File: src/rtl/stack_sequencer.sv
// Stack push/pop engine: turns one push or pop request into a single bus
// cycle at the stack pointer, then writes back the new SP and, for pops,
// the loaded word into the register file.
//
// state  | meaning
// -------+----------------------------------------------------------
// IDLE   | ready for a request; captures op/reg/data/SP on req_valid
// BUS    | bus cycle in flight; waits for ack (to WB) or err (to IDLE)
// WB     | one-cycle register-file writeback and done pulse
module stack_sequencer #(
    parameter int                WIDTH  = 32,
    parameter int                COUNTP = 4,
    parameter logic [COUNTP-1:0] SPREG  = 4'd15
) (
    input  logic              clk_i,
    input  logic              rst_i,
    input  logic              req_valid,
    output logic              req_ready,
    input  logic              req_op,
    input  logic [COUNTP-1:0] req_reg,
    input  logic [WIDTH-1:0]  push_data,
    input  logic [WIDTH-1:0]  sp_data_i,
    output logic              bus_cyc_o,
    output logic              bus_stb_o,
    output logic              bus_we_o,
    output logic [WIDTH-1:0]  bus_adr_o,
    output logic [WIDTH-1:0]  bus_dat_o,
    output logic [3:0]        bus_sel_o,
    input  logic [WIDTH-1:0]  bus_dat_i,
    input  logic              bus_ack_i,
    input  logic              bus_err_i,
    output logic [COUNTP-1:0] rf_write_addr,
    output logic [WIDTH-1:0]  rf_write_data,
    output logic [1:0]        rf_write_en,
    output logic [WIDTH-1:0]  rf_sp_data,
    output logic [1:0]        rf_sp_en,
    output logic              done_o,
    output logic              err_o
);

    typedef enum logic [1:0] {
        S_IDLE = 2'd0,
        S_BUS  = 2'd1,
        S_WB   = 2'd2
    } state_t;

    localparam logic [WIDTH-1:0] FOUR = WIDTH'(4);

    state_t            state_q, state_d;
    logic              op_q, op_d;
    logic [COUNTP-1:0] reg_q, reg_d;
    logic [WIDTH-1:0]  wdata_q, wdata_d;
    logic [WIDTH-1:0]  sp_q, sp_d;
    logic [WIDTH-1:0]  rdata_q, rdata_d;
    logic              err_q, err_d;

    // State and captured-request registers, synchronous active-low reset.
    always_ff @(posedge clk_i) begin
        if (!rst_i) begin
            state_q <= S_IDLE;
            op_q    <= 1'b0;
            reg_q   <= '0;
            wdata_q <= '0;
            sp_q    <= '0;
            rdata_q <= '0;
            err_q   <= 1'b0;
        end else begin
            state_q <= state_d;
            op_q    <= op_d;
            reg_q   <= reg_d;
            wdata_q <= wdata_d;
            sp_q    <= sp_d;
            rdata_q <= rdata_d;
            err_q   <= err_d;
        end
    end

    // Next state: capture only in IDLE, so the bus address/data stay frozen
    // for the whole BUS phase; err has priority over ack.
    always_comb begin
        state_d = state_q;
        op_d    = op_q;
        reg_d   = reg_q;
        wdata_d = wdata_q;
        sp_d    = sp_q;
        rdata_d = rdata_q;
        err_d   = 1'b0;
        case (state_q)
            S_IDLE: begin
                if (req_valid) begin
                    op_d    = req_op;
                    reg_d   = req_reg;
                    wdata_d = push_data;
                    sp_d    = sp_data_i;
                    state_d = S_BUS;
                end
            end
            S_BUS: begin
                if (bus_err_i) begin
                    err_d   = 1'b1;
                    state_d = S_IDLE;
                end else if (bus_ack_i) begin
                    if (op_q) begin
                        rdata_d = bus_dat_i;
                    end
                    state_d = S_WB;
                end
            end
            S_WB: begin
                state_d = S_IDLE;
            end
            default: begin
                state_d = S_IDLE;
            end
        endcase
    end

    // Outputs decoded from state; everything not owned by the current
    // state is driven to zero.
    always_comb begin
        req_ready     = 1'b0;
        bus_cyc_o     = 1'b0;
        bus_stb_o     = 1'b0;
        bus_we_o      = 1'b0;
        bus_adr_o     = '0;
        bus_dat_o     = '0;
        bus_sel_o     = 4'h0;
        rf_write_addr = '0;
        rf_write_data = '0;
        rf_write_en   = 2'h0;
        rf_sp_data    = '0;
        rf_sp_en      = 2'h0;
        done_o        = 1'b0;
        err_o         = err_q;
        case (state_q)
            S_IDLE: begin
                req_ready = 1'b1;
            end
            S_BUS: begin
                bus_cyc_o = 1'b1;
                bus_stb_o = 1'b1;
                bus_sel_o = 4'hF;
                bus_we_o  = ~op_q;
                bus_adr_o = op_q ? sp_q : (sp_q - FOUR);
                bus_dat_o = op_q ? '0 : wdata_q;
            end
            S_WB: begin
                done_o = 1'b1;
                if (op_q) begin
                    rf_write_en   = 2'h3;
                    rf_write_addr = reg_q;
                    rf_write_data = rdata_q;
                    // A pop into SP itself: the loaded word wins over SP+4.
                    if (reg_q != SPREG) begin
                        rf_sp_en   = 2'h3;
                        rf_sp_data = sp_q + FOUR;
                    end
                end else begin
                    rf_sp_en   = 2'h3;
                    rf_sp_data = sp_q - FOUR;
                end
            end
            default: begin
                req_ready = 1'b0;
            end
        endcase
    end

endmodule
File: config.mk
export PLATFORM = sky130hd
export DESIGN_NAME = stack_sequencer
export DESIGN_NICKNAME = d
export VERILOG_FILES = /design/src/rtl/stack_sequencer.sv
export SDC_FILE = /design/constraint.sdc
export NUM_CORES = 1
export LEC_CHECK = 0
export BUFFER_PORTS_ARGS = -buffer_cell sky130_fd_sc_hd__clkbuf_2
export CAP_MARGIN = 20
export CORE_MARGIN = 1.5
export CORE_UTILIZATION = 51
export CTS_BUF_LIST = sky130_fd_sc_hd__clkbuf_8
export DETAILED_ROUTE_END_ITERATION = 8
export GPL_TIMING_DRIVEN = 0
export PLACE_DENSITY = 0.84
export SLEW_MARGIN = 20
export SYNTH_ARGS = -nofsm -noshare
export SYNTH_HDL_FRONTEND = slang
export SYNTH_SLANG_ARGS = --single-unit
File: constraint.sdc
create_clock -name clk_i -period 3.9 [get_ports clk_i]
set_input_delay 0.78 -clock clk_i [delete_from_list [all_inputs] [get_ports clk_i]]
set_output_delay 0.78 -clock clk_i [all_outputs]
set_load 0.05 [all_outputs]
==> impl_results.md <==
* Final total power at between 2 and 2.5 mW
* Full die area at 0.01313 sq mm
* Comb pwr share at 28.3%
* I/O pins at about 250
* Worst skew pair latency at 370 ps
* VDD IR max at approximately 0.00024 V
* Syn avg cell area at 7.178 sq um
* Post-synthesis sequential area ratio at 32.78%
* CTS H-tree lvls at 3
* Clk buf depth at 2
* Port Buffers at 250
* Post-route ant nets at 0
* Post-route DRC at 0
* FF-to-FF End: rdata_q[8]
* R2R cell count at 8
* Drt first pass iters at 6
* Max Fclk at about 260 MHz
* Setup_tns at 0 ps
* Most frequent cells in the layout: clkbuf_2 (246), nand2_1 (229), dfxtp_1 (104), a21boi_0 (101), and3_1 (77)
* Grt ovf at 0
* Sw Ratio at 35.28%
* Area of the multi-input gates at 0.003821 sq mm
* Synth area leader: dfxtp_1
* Vias in the first global route at 6306
* EDFF count, synth at 0
* Synthesis-stage register bit count at 104
* Cell total after placement at around 1.3k
* NumNets Final at 1255
* TritonCTS clock tree: done
* First-pass GRT wire length at 31670 um
* Final Non-Filler Cells at 1320
* Setup-failing EPs final at 0
* Largest net degree at the start of global routing at 19
* Main area contributors after synthesis: dfxtp_1 (33%), nand2_1 (14%), a21boi_0 (12%)
* Die X at approximately 110 um
* Final Skew at 10.53 ps
* Fin. max-slew vios at 0
* Area share of the largest cell type after synthesis at 32.78%
* Final GP Congestion at 0.9933
* Status: finished clean
* Share of cells above drive strength 1 at 26.30%
* Gr usage total at between 30% and 40%
* Core area at 0.01206 sq mm
* Via count at 7086
* Commonest non-fill, non-tap cell in the layout: clkbuf_2
* Fill count at around 1.2k
* Hpwl dp at 15750 um
* Row count at 40
* CP max FO at 10
* Clock sink count at 104
* Layout area overhead at 26.98%
* Synth Instances at 885
* Crit. End Element: output port
* Min Tclk post-route at 3850 ps
* MaxCap Viol Count at 0
* Synth Warn # at 0
* Internal power at 1.591 mW
* Crit path DAT at 3070 ps
* Pwr Density at 304.8 mW/mm^2
* Sw power at 0.8673 mW
* Starting Density at between 50% and 60%
* Clk root buf: clkbuf_8
* Drt wl/cell at 15.43 um
* Syn nets at 993
* Hold EP: rdata_q[20]
* Clock slew at reported path FFs at 110 ps
* Routed WL at approximately 20000 um
* Asr flop ratio synth at 0%
* # diodes at 0
* Initial antenna violation count at 0
* FF-to-FF setup slack at ~1800 ps
* Die span in y at 114.6 um
* Critical setup path kind: flip-flop to output port
* Mapped Area at 0.006352 sq mm
* CTS Buf Count at 9
* Hold Fails Final Rpt at 0
* Hold Path Stages at 2
* Slew HR at between 50% and 60%
* CP Launch Type: flip-flop
* Main synth FF type: dfxtp_1
* Hold path start: rdata_q[20]
* Leak Pwr at 3.689 nW
* Distinct cells, synth at 49
* Drt first-iter violations at 526
* Critical Path RT at 3120 ps
* Clk pwr share at 25.6%
* Final Cycle Share at 98.71%
* Flop pwr share at a little under half
* Slew @ Worst Pin at 719.9 ps
* FF-to-FF Start: state_q[1]
* Register area at 0.002082 sq mm
* Worst hold path type: flip-flop to flip-flop
* Via-to-Cell Ratio at 5.368
routing by layer:
metal	share of wire, %	vias up	GRT usage [%]
met4	2.7	0	10.33
li1	-	3508	-
met5	0	-	0
met3	8.1	36	6.300
met1	42	3244	38.47
met2	47	298	51.58
stage by stage:
step / hold WS [ps] / setup WS [ps] / util [%] / area (sq um)
after floorplan: 439.0 / 66.95 / - / 6357
after global placement: 445.3 / 221.3 / 64.82 / 7819
after detailed placement: 453.0 / 205.8 / 64.82 / 7819
after CTS: 467.4 / 1.006 / 66.40 / 8009
after global routing: 479.8 / -2.090 / 66.88 / 8066
final: 465.3 / 50.49 / 66.88 / 8066
registers in the layout, indices dropped and copies added, names as in the netlist:
register / flops
wdata_q: 32
sp_q: 32
err_o: 1
reg_q: 4
op_q: 1
rdata_q: 32
state_q: 2
how the worst max path moves through the flow:
| stage | startpoint | end | slack [ps] | cells after the start |
|---|---|---|---|---|
| finish | sp_q[9] | rf_sp_data[15] | 50 | 8 |
| detailed placement | sp_q[2] | rf_sp_data[28] | 210 | 11 |
| global placement | sp_q[2] | rf_sp_data[28] | 220 | 11 |
| floorplan | sp_q[2] | rf_sp_data[28] | 70 | 10 |
| global route | sp_q[5] | rf_sp_data[21] | -2 | 8 |
| CTS | sp_q[14] | rf_sp_data[30] | 1 | 7 |
worst max-delay path, cell delays in order, from the launching register on:
cell and delay (ps):
dfxtp_1 330, clkbuf_8 160, nand3_1 220, nor3_1 490, clkbuf_1 500, a31oi_1 180, a221o_1 320, a21oi_1 180
clkbuf_2 310
kinds of logic after synthesis:
family | synth area share, %
compound gates | 17.35
xor+xnor | 5.791
fa+ha+maj | 0.3939
buf+inv | 7.780
flops | 32.78
mux | 0.1576
simple gates | 35.75
timing repair:
item                                    4_1_cts  5_1_grt
resized for setup                             4       21
endpoints found under the setup margin        4       14
hold buffers                                  0        0
endpoints found under the hold margin         0        0
buffers inserted                              0        1
Yosys cell counts (8+ instances only):
cell type	n
nand4_1	15
and3_1	77
inv_1	10
or3_1	9
nor3_1	27
o21ai_0	8
nor2_1	60
nand3_1	19
xor2_1	18
nor4_1	8
clkbuf_1	71
nand2_1	229
dfxtp_1	104
a21boi_0	101
xnor2_1	24
a21oi_1	18
buf_4	9
layout make-up:
cell class	instances	share of cell area, %
Tap cell	168	2.606
Buffer	93	5.755
Clock buffer	9	1.536
Inverter	11	0.5119
Clock inverter	7	0.6825
Multi-Input combinational cell	677	47.37
Sequential cell	104	25.81
Timing Repair Buffer	251	15.73
power by group through the flow:
| stage | Clock [mW] | Combinational, mW | Sequential, mW |
|---|---|---|---|
| finish | 0.628 | 0.695 | 1.13 |
| global route | 0.690 | 0.758 | 1.14 |
| CTS | 0.641 | 0.680 | 1.13 |
| detailed placement | 0 | 0.675 | 1.16 |
| global placement | 0 | 0.670 | 1.16 |
| floorplan | 0 | 0.489 | 1.15 |
Power figures use the tool's default switching activity.
